<file path="config.mk">
export PLATFORM = sky130hd
export DESIGN_NAME = rsa16_msg_ctrl
export DESIGN_NICKNAME = d
export VERILOG_FILES = /design/src/rtl/rsa16_msg_ctrl.sv
export SDC_FILE = /design/constraint.sdc
export NUM_CORES = 1
export LEC_CHECK = 0
export BUFFER_PORTS_ARGS = -buffer_cell sky130_fd_sc_hd__buf_4
export CORE_ASPECT_RATIO = 1.75
export CORE_MARGIN = 8
export CORE_UTILIZATION = 25
export DETAILED_ROUTE_END_ITERATION = 10
export GPL_ROUTABILITY_DRIVEN = 0
export PLACE_DENSITY = 0.43
export SETUP_SLACK_MARGIN = 0.1
export SYNTH_ARGS = -nofsm -noshare
export SYNTH_HDL_FRONTEND = slang
export SYNTH_SLANG_ARGS = --single-unit
</file>
<file path="constraint.sdc">
create_clock -name i_clk -period 3.9 [get_ports i_clk]
set_input_delay 0.78 -clock i_clk [delete_from_list [all_inputs] [get_ports i_clk]]
set_output_delay 0.78 -clock i_clk [all_outputs]
set_load 0.005 [all_outputs]
</file>
<file path="src/rtl/rsa16_msg_ctrl.sv">
// rsa16_msg_ctrl: message sequencer in front of the rsa16 modexp core.
// Buffers base words in a FIFO, launches the core once per word with the held
// key, waits for the core's end flag and returns results in input order on a
// valid/ready stream. Sticky error bits flag a zero modulus and a core that
// never acknowledges a start.
module rsa16_msg_ctrl #(
    parameter int DEPTH = 8,
    parameter int TMO   = 8
) (
    input  logic                     i_clk,
    input  logic                     i_rstn,
    input  logic                     i_key_wr,
    input  logic [15:0]              i_exp,
    input  logic [15:0]              i_N,
    input  logic                     i_valid,
    output logic                     o_ready,
    input  logic [15:0]              i_data,
    output logic                     o_valid,
    input  logic                     i_ready,
    output logic [15:0]              o_data,
    output logic                     o_core_start,
    output logic [15:0]              o_core_base,
    output logic [15:0]              o_core_exp,
    output logic [15:0]              o_core_N,
    input  logic [15:0]              i_core_result,
    input  logic                     i_core_end,
    output logic                     o_busy,
    output logic [1:0]               o_err,
    output logic [$clog2(DEPTH):0]   o_count
);

    localparam int AW = $clog2(DEPTH);
    localparam int CW = AW + 1;
    localparam int TW = $clog2(TMO + 1);

    typedef enum logic [2:0] {
        ST_IDLE,
        ST_LAUNCH,
        ST_RUN,
        ST_SETTLE,
        ST_OUT
    } state_t;

    state_t          state_q, state_d;
    logic [15:0]     mem_q [DEPTH];
    logic [AW-1:0]   wr_ptr_q, wr_ptr_d;
    logic [AW-1:0]   rd_ptr_q, rd_ptr_d;
    logic [CW-1:0]   count_q, count_d;
    logic [TW-1:0]   tmo_q, tmo_d;
    logic [15:0]     exp_q, exp_d;
    logic [15:0]     n_q, n_d;
    logic [15:0]     base_q, base_d;
    logic [15:0]     data_q, data_d;
    logic            valid_q, valid_d;
    logic            start_q, start_d;
    logic [1:0]      err_q, err_d;

    logic            push;
    logic            pop;
    logic            busy;

    // Full-ness is judged on the registered count, so a full FIFO never
    // accepts even if a pop happens in the same cycle.
    assign busy    = (count_q != '0) || (state_q != ST_IDLE);
    assign o_ready = (count_q != CW'(DEPTH));
    assign push    = i_valid && o_ready;
    assign pop     = (state_q == ST_IDLE) && (count_q != '0) && i_core_end;

    assign o_valid      = valid_q;
    assign o_data       = data_q;
    assign o_core_start = start_q;
    assign o_core_base  = base_q;
    assign o_core_exp   = exp_q;
    assign o_core_N     = n_q;
    assign o_busy       = busy;
    assign o_err        = err_q;
    assign o_count      = count_q;

    // FIFO storage: plain array without reset so it maps onto RAM.
    always_ff @(posedge i_clk) begin
        if (push) begin
            mem_q[wr_ptr_q] <= i_data;
        end
    end

    // Next-state logic for pointers, key registers and the job sequencer.
    always_comb begin
        state_d  = state_q;
        wr_ptr_d = wr_ptr_q;
        rd_ptr_d = rd_ptr_q;
        tmo_d    = tmo_q;
        exp_d    = exp_q;
        n_d      = n_q;
        base_d   = base_q;
        data_d   = data_q;
        valid_d  = valid_q;
        start_d  = start_q;
        err_d    = err_q;

        if (push) begin
            wr_ptr_d = wr_ptr_q + 1'b1;
        end
        if (pop) begin
            rd_ptr_d = rd_ptr_q + 1'b1;
        end
        count_d = count_q + {{AW{1'b0}}, push} - {{AW{1'b0}}, pop};

        // Key changes mid-message would mix keys within one message, so a
        // write while busy is silently dropped.
        if (i_key_wr && !busy) begin
            if (i_N == 16'd0) begin
                err_d[0] = 1'b1;
            end else begin
                exp_d = i_exp;
                n_d   = i_N;
            end
        end

        case (state_q)
            ST_IDLE: begin
                if (pop) begin
                    base_d  = mem_q[rd_ptr_q];
                    start_d = 1'b1;
                    tmo_d   = '0;
                    state_d = ST_LAUNCH;
                end
            end
            ST_LAUNCH: begin
                if (!i_core_end) begin
                    start_d = 1'b0;
                    state_d = ST_RUN;
                end else if (tmo_q == TW'(TMO - 1)) begin
                    // Core never acknowledged: drop this word and move on.
                    err_d[1] = 1'b1;
                    start_d  = 1'b0;
                    state_d  = ST_IDLE;
                end else begin
                    tmo_d = tmo_q + 1'b1;
                end
            end
            ST_RUN: begin
                if (i_core_end) begin
                    state_d = ST_SETTLE;
                end
            end
            ST_SETTLE: begin
                // The core's result register lands one cycle after end rises.
                data_d  = i_core_result;
                valid_d = 1'b1;
                state_d = ST_OUT;
            end
            ST_OUT: begin
                if (i_ready) begin
                    valid_d = 1'b0;
                    state_d = ST_IDLE;
                end
            end
            default: begin
                state_d = ST_IDLE;
            end
        endcase
    end

    // State and output registers; reset abandons any job in flight.
    always_ff @(posedge i_clk or negedge i_rstn) begin
        if (!i_rstn) begin
            state_q  <= ST_IDLE;
            wr_ptr_q <= '0;
            rd_ptr_q <= '0;
            count_q  <= '0;
            tmo_q    <= '0;
            exp_q    <= 16'd0;
            n_q      <= 16'd1;
            base_q   <= 16'd0;
            data_q   <= 16'd0;
            valid_q  <= 1'b0;
            start_q  <= 1'b0;
            err_q    <= 2'b00;
        end else begin
            state_q  <= state_d;
            wr_ptr_q <= wr_ptr_d;
            rd_ptr_q <= rd_ptr_d;
            count_q  <= count_d;
            tmo_q    <= tmo_d;
            exp_q    <= exp_d;
            n_q      <= n_d;
            base_q   <= base_d;
            data_q   <= data_d;
            valid_q  <= valid_d;
            start_q  <= start_d;
            err_q    <= err_d;
        end
    end

endmodule

</file>
==> flow_summary.json, run 1 <==
{
  "status": "completed",
  "grt_pass1_vias": 5219,
  "wl_per_cell_um": 19.9,
  "start_util_pct": 25.4,
  "vias": 4596,
  "crit_start": "o_count[2]",
  "synthFlopType": "edfxtp_1",
  "tightest_slew_ns": 0.901,
  "slew_violations": 0,
  "hold_violations": 0,
  "synth_edf_count": 128,
  "path_cells": "inv_1 > ha_1 > nor3b_2 > nand2_1 > buf_4",
  "critical_path.max_stage_delay_ns": 0.38,
  "die-area_um2": 39900,
  "worst_ep_arrival_time_ns": 1.89,
  "synth.yosys.seq_area_share_pct": 71.2,
  "setup-tns-final_ns": 0,
  "synth_mux_area_share_pct": 17.3,
  "min_period_ns": 2.67,
  "synth_cell_types": 46,
  "final_nets": 699,
  "cts_setup_buffers": 0,
  "grt_max_degree": 41,
  "reg2reg_slack_ns": 1.36,
  "layout_common_cells": "157 x buf_4, 128 x edfxtp_1, 82 x dfrtp_1",
  "cts_inserted_buffers": 23,
  "pre_cts_slack_ns": 1.02,
  "critPathTopFamily": "simple AND/OR/NAND/NOR gates",
  "cap_violations": 0,
  "timing.fmax_mhz": 375,
  "fp.coreArea_um2": 33000,
  "die_h_um": 258,
  "critPathLaunchType": "flip-flop",
  "netlist_instances": 458,
  "cts_tree": "built",
  "grt_pass1_wl_um": 32100,
  "crit_end": "o_busy",
  "final-setup-viol-count": 0,
  "p_per_area_nw_per_um2": 766,
  "firstDrtPassIters": 6,
  "fin_crit_sh_pct": 68.4,
  "clockBufferDepth": 3,
  "synth-seq-cells": 213,
  "cts_root_buf": "clkbuf_16",
  "r2r_cells": 9,
  "relSlewSlack_pct": 39.9,
  "cts.sinks": 213,
  "critPathSlowestCell": "dfrtp_1",
  "drc": 0,
  "die_width_um": 154,
  "end_kind": "primary output",
  "rsz0062_at_grt": "no",
  "antenna_found_initial": 0,
  "hold_slack_ns": 0.123,
  "layout.cells.most_common": "buf_4",
  "cts_resized": 0,
  "critical_path_class": "reg -> out",
  "synthAdderAreaFrac_pct": 1.58,
  "yosys_warnings": 0,
  "drive_gt1_share_pct": 47.5,
  "port_buffers": 143,
  "ioPinCount": 144,
  "utilization_pct": 32.5,
  "synth_top_family_by_area": "multiplexers",
  "syn_to_final_growth_pct": 28.0,
  "postSynthAreaPerCell_um2": 18.3,
  "wirelength_um": 20700,
  "htreeDepth": 1,
  "grt_remaining_overflow": 0,
  "synthXorXnorAreaFrac_pct": 0.612,
  "routed_via_density": 4.42,
  "leakagePower_uw": 0.00422,
  "vdd_drop_max_mv": 0.323,
  "path_max_fanout": 6,
  "synth.cell_area_um2": 8380,
  "track_usage_pct": 10.4,
  "reg2reg_to": "o_count[3]",
  "required_ns": 3.12,
  "worst_slack_ns": 1.23,
  "dp_hpwl_um": 13800,
  "std_cell_rows": 88,
  "postRouteAntennaNets": 0,
  "syn_nets": 538,
  "synthSimpleGateAreaFrac_pct": 4.21,
  "path_depth": 5,
  "clk_pin_slew_ns": 0.06,
  "hold_path.class": "in -> async",
  "clock_skew_ns": 0.0162,
  "synth_compound_area_share_pct": 2.82,
  "worstReg2RegStart": "state_q[2]",
  "async_reset_ff_share_pct": 39.9,
  "clk-insertion-delay-late_ns": 0.52,
  "crit_buf_inv": 2,
  "cts_hold_buf": 0,
  "drt_iter0_drc": 185
}
synth_stat cells (2+ instances only):
cell      number  area, um2
o21ai_1        4       20.0
edfxtp_1     128       3840
buf_2          7       35.0
mux2_2        50        563
nand2_1       31        116
dfrtp_1       84       2100
buf_1          2       7.51
nor4_1         4       25.0
nand2b_1       4       25.0
mux2i_1       17        170
xnor2_1        2       17.5
clkbuf_1       4       15.0
xor2_1         2       17.5
mux4_2        32        721
buf_6          8       90.1
inv_1          8       30.0
o21ai_2       12        105
ha_1           9        113
nor3_1         4       20.0
a21o_1         2       15.0
nor2_1        11       41.3
a21oi_1        6       30.0
nand3_1        3       15.0
nand3b_1       2       15.0
cell type report:
class | count | area [um2]
clock inverter | 11 | 166
antenna | 1 | 2.50
clock buffer | 29 | 628
multi-input combinational | 215 | 2240
fill | 3186 | 22300
tap | 405 | 507
timing repair buffer | 157 | 1180
inverter | 9 | 35.0
sequential | 213 | 5970
kinds of logic after synthesis:
kind of cell / count (synthesis)
adders and majority gates: 10
muxes: 99
and+or+nand+nor: 69
AOI/OAI and AO/OA: 32
DFF: 213
buffers and inverters: 30
xor gates and xnor gates: 5
metal layers:
metal / track usage [%] / vias to the layer above / share of wire [%]
met5: 0 / - / 0
met4: 3.31 / 0 / 2.0
met3: 2.58 / 25 / 6.7
met2: 19.6 / 158 / 54
met1: 11.2 / 2349 / 38
li1: - / 2064 / -
metrics by stage:
stage	area, um2	cells	total power, uW
after detailed placement	9930	999	6070
final	10700	1040	8210
after global routing	10700	1039	8740
after floorplan	8380	458	4870
after CTS	10700	1039	8410
after global placement	9930	999	5970
worst min path at each step:
stage,endpoint,slack [ns],cells after the start
floorplan,o_err[0],0.46,1
global placement,o_core_base[12],0.47,2
detailed placement,o_err[0],0.46,1
CTS,o_core_base[6],0.10,1
global route,o_err[0],0.11,1
finish,o_err[1],0.12,1
where the power goes:
group	switching, uW	leakage, uW	internal (uW)	total, uW
clock network	889	0.000383	1410	2290
registers	450	0.00220	3040	3490
logic	1080	0.00164	1360	2430
flip-flops by register name, summed over array words and instances, names as in the netlist, 4 cells and up:
register and flops:
o_count 4, tmo_q 4, o_core_exp 16, o_data 16, o_core_N 16, mem_q 128
o_core_base 16
(Power assumes the default switching activity.)
==> inputs of run 2 (changes only) <==
--- a/config.mk
+++ b/config.mk
@@ -5,6 +5,7 @@
 export SDC_FILE = /design/constraint.sdc
 export NUM_CORES = 1
 export LEC_CHECK = 0
+export ABC_AREA = 1
 export BUFFER_PORTS_ARGS = -buffer_cell sky130_fd_sc_hd__buf_4
 export CORE_ASPECT_RATIO = 1.75
 export CORE_MARGIN = 8
==> constraint.sdc (replaced) <==
create_clock -name i_clk -period 2.49 [get_ports i_clk]
set_input_delay 0.498 -clock i_clk [delete_from_list [all_inputs] [get_ports i_clk]]
set_output_delay 0.498 -clock i_clk [all_outputs]
set_load 0.005 [all_outputs]
==> run 2 against run 1 <==
  * Count of clock-buffer cells in the layout decreased by 4
  * First-iteration DRC count grew 23%
  * Clock skew decreased by 0.0069 ns
  * Combinational power grew 80%
  * Sequential cell count is the same
  * Critical endpoint is now o_count[2]
  * Largest cell class unchanged
==> flow_summary.json, run 2 <==
{
  "antenna_cells": 0,
  "drive_gt1_share_pct": 22.0,
  "cts.sinks": 213,
  "fp.coreArea_um2": 35800,
  "grt_pass1_wl_um": 37900,
  "timing.fmax_mhz": 473,
  "critPathTopFamily": "adder cells",
  "async_reset_ff_share_pct": 39.9,
  "synth.cell_area_um2": 9000,
  "top_register": "mem_q",
  "drc": 0,
  "layout_common_cells": "306 x nand2_1, 168 x buf_4, 139 x nand3_1",
  "grt_pass1_vias": 6611,
  "synth.top_cells.by_count": "306 x nand2_1, 139 x nand3_1, 128 x edfxtp_1, 117 x inv_1, 84 x dfrtp_1",
  "synth_cell_types": 28,
  "syn_nets": 970,
  "routed_via_density": 4.13,
  "yosysMostFrequentCell": "nand2_1",
  "grt_remaining_overflow": 0,
  "final-setup-viol-count": 0,
  "ioPinCount": 144,
  "hold_violations": 0,
  "cpMostUsedCell": "ha_1",
  "design_area_um2": 11500,
  "setup-tns-final_ns": 0,
  "synthFlopType": "edfxtp_1",
  "required_ns": 2.89,
  "synth_edf_count": 128,
  "start_util_pct": 25.1,
  "hold_path.class": "in -> reg",
  "critical_path.max_stage_delay_ns": 0.38,
  "slew_violations": 0,
  "path_cells": "inv_1 > ha_1 > nand2_1 > nand2_1 > nor2_2 > ha_1 > inv_1 > ha_1 > fa_1 > xor2_1",
  "leakagePower_uw": 0.00536,
  "critical_path_class": "reg -> reg",
  "min_period_ns": 2.11,
  "relSlewSlack_pct": 61.2,
  "port_buffers": 143,
  "status": "completed",
  "rsz0062_at_grt": "no",
  "worst_ep_arrival_time_ns": 2.52,
  "antenna_found_initial": 1,
  "wirelength_um": 24000,
  "layout.cells.most_common": "nand2_1",
  "yosysTopAreaCell": "edfxtp_1",
  "die_width_um": 159,
  "dpl_cell_area_um2": 10700,
  "p_per_area_nw_per_um2": 1150,
  "track_usage_pct": 11.2,
  "syn_to_final_growth_pct": 28.2,
  "htreeDepth": 1,
  "cts_hold_buf": 1,
  "cts_resized": 0,
  "yosys_warnings": 0,
  "tightest_slew_ns": 0.576,
  "pre_cts_slack_ns": 0.369,
  "largest_reg_flops": 128,
  "std_cell_rows": 92,
  "synth.yosys.seq_area_share_pct": 66.3,
  "die_h_um": 267,
  "crit_buf_inv": 2,
  "vdd_drop_max_mv": 0.634,
  "fin_crit_sh_pct": 84.9,
  "synth-seq-cells": 213,
  "die-area_um2": 42600,
  "clk_pin_slew_ns": 0.06,
  "path_max_fanout": 3,
  "firstDrtPassIters": 4,
  "cap_violations": 0,
  "critPathSlowestCell": "dfrtp_1",
  "clockBufferDepth": 3,
  "grt_max_degree": 39,
  "cts_inserted_buffers": 22,
  "clock_skew_ns": 0.00929,
  "critPathLaunchType": "flip-flop",
  "cts_root_buf": "clkbuf_16",
  "postRouteAntennaNets": 0,
  "cts_tree": "built",
  "dp_hpwl_um": 16100,
  "drt_iter0_drc": 227,
  "end_kind": "flip-flop",
  "cts_setup_buffers": 0,
  "netlist_instances": 890,
  "postSynthAreaPerCell_um2": 10.1,
  "vias": 6332,
  "synth_area_leaders": "edfxtp_1 43%, dfrtp_1 23%, nand2_1 13%",
  "clk-insertion-delay-late_ns": 0.52,
  "synth_top_area_share_pct": 42.7,
  "wl_per_cell_um": 15.7,
  "worst_slack_ns": 0.376,
  "final_nets": 1128
}
-- run 2: cell types whose count changed after synthesis, sizes merged, moves of 19 or more --
| cell | before | now |
|---|---|---|
| mux2 | 50 | 16 |
| nand2 | 31 | 307 |
| nor2 | 11 | 30 |
| mux4 | 32 | 0 |
| inv | 8 | 119 |
| nand3 | 3 | 140 |
-- run 2: routing by layer --
metal  routed length, um  GRT usage, %  part of all wire [%]  vias to the layer above
met5                  13             0                 0.054                        -
met3                1700          3.52                   7.0                       36
li1                    -             -                     -                     3173
met4                 575          3.92                   2.4                        2
met2               12300          20.8                    51                      174
met1                9450          11.9                    39                     2947
-- run 2: layout make-up --
| type | instances | area, um2 |
|---|---|---|
| clock inverters | 15 | 223 |
| clock buffers | 25 | 593 |
| inverters | 120 | 450 |
| well taps | 470 | 588 |
| flip-flops and latches | 213 | 5970 |
| multi-input cells | 521 | 2420 |
| repair buffers | 170 | 1290 |
| fillers | 3668 | 24300 |
-- run 2: power breakdown --
| group | switching (uW) | internal, uW | leakage [uW] |
|---|---|---|---|
| Sequential | 493 | 4710 | 0.00221 |
| Combinational | 2550 | 1830 | 0.00278 |
| Clock | 1470 | 2250 | 0.000375 |
| Total | 4510 | 8790 | 0.00536 |
-- run 2: worst paths after layout --
| path | from | slack, ns | cells after the start | endpoint |
|---|---|---|---|---|
| max in group asynchronous | i_rstn | 1.30 | 3 | o_core_N[0] |
| worst min register to register | o_core_N[0] | 0.46 | 2 | o_core_N[0] |
| worst min-delay path | i_exp[4] | 0.21 | 3 | o_core_exp[4] |
| worst max register to register | o_count[2] | 0.38 | 10 | o_count[2] |
| min in group asynchronous | i_rstn | 0.51 | 2 | o_data[13] |
| worst max-delay path | o_count[2] | 0.38 | 10 | o_count[2] |
-- run 2: worst reg2reg max path: stages (launching register included) --
cell     delay (ns)
dfrtp_1        0.38
inv_1          0.12
ha_1           0.18
nand2_1        0.10
nand2_1        0.13
nor2_2         0.06
ha_1           0.27
inv_1          0.04
ha_1           0.19
fa_1           0.38
xor2_1         0.16
-- run 2: cells by family (layout without fill, tap and decap cells) --
family	after synthesis	after routing	share of synthesized area, %
AND/OR/NAND/NOR	484	484	22.6
flip-flops	213	213	66.3
buffers and inverters	156	330	6.71
multiplexers	16	16	2.00
adder cells (fa/ha/maj)	10	10	1.47
AO/OA/AOI/OAI	7	7	0.431
XOR/XNOR	4	4	0.389
-- run 2: through the flow --
| stage | power (uW) | hold slack [ns] | cells | util (%) |
|---|---|---|---|---|
| 2_1_floorplan | 7680 | 0.202 | 890 | - |
| 3_3_place_gp | 9770 | 0.451 | 1493 | 29.9 |
| 3_5_place_dp | 9810 | 0.459 | 1493 | 29.9 |
| 4_1_cts | 13600 | 0.181 | 1534 | 32.2 |
| 5_1_grt | 14300 | 0.189 | 1534 | 32.2 |
| 6_report | 13300 | 0.207 | 1534 | 32.2 |
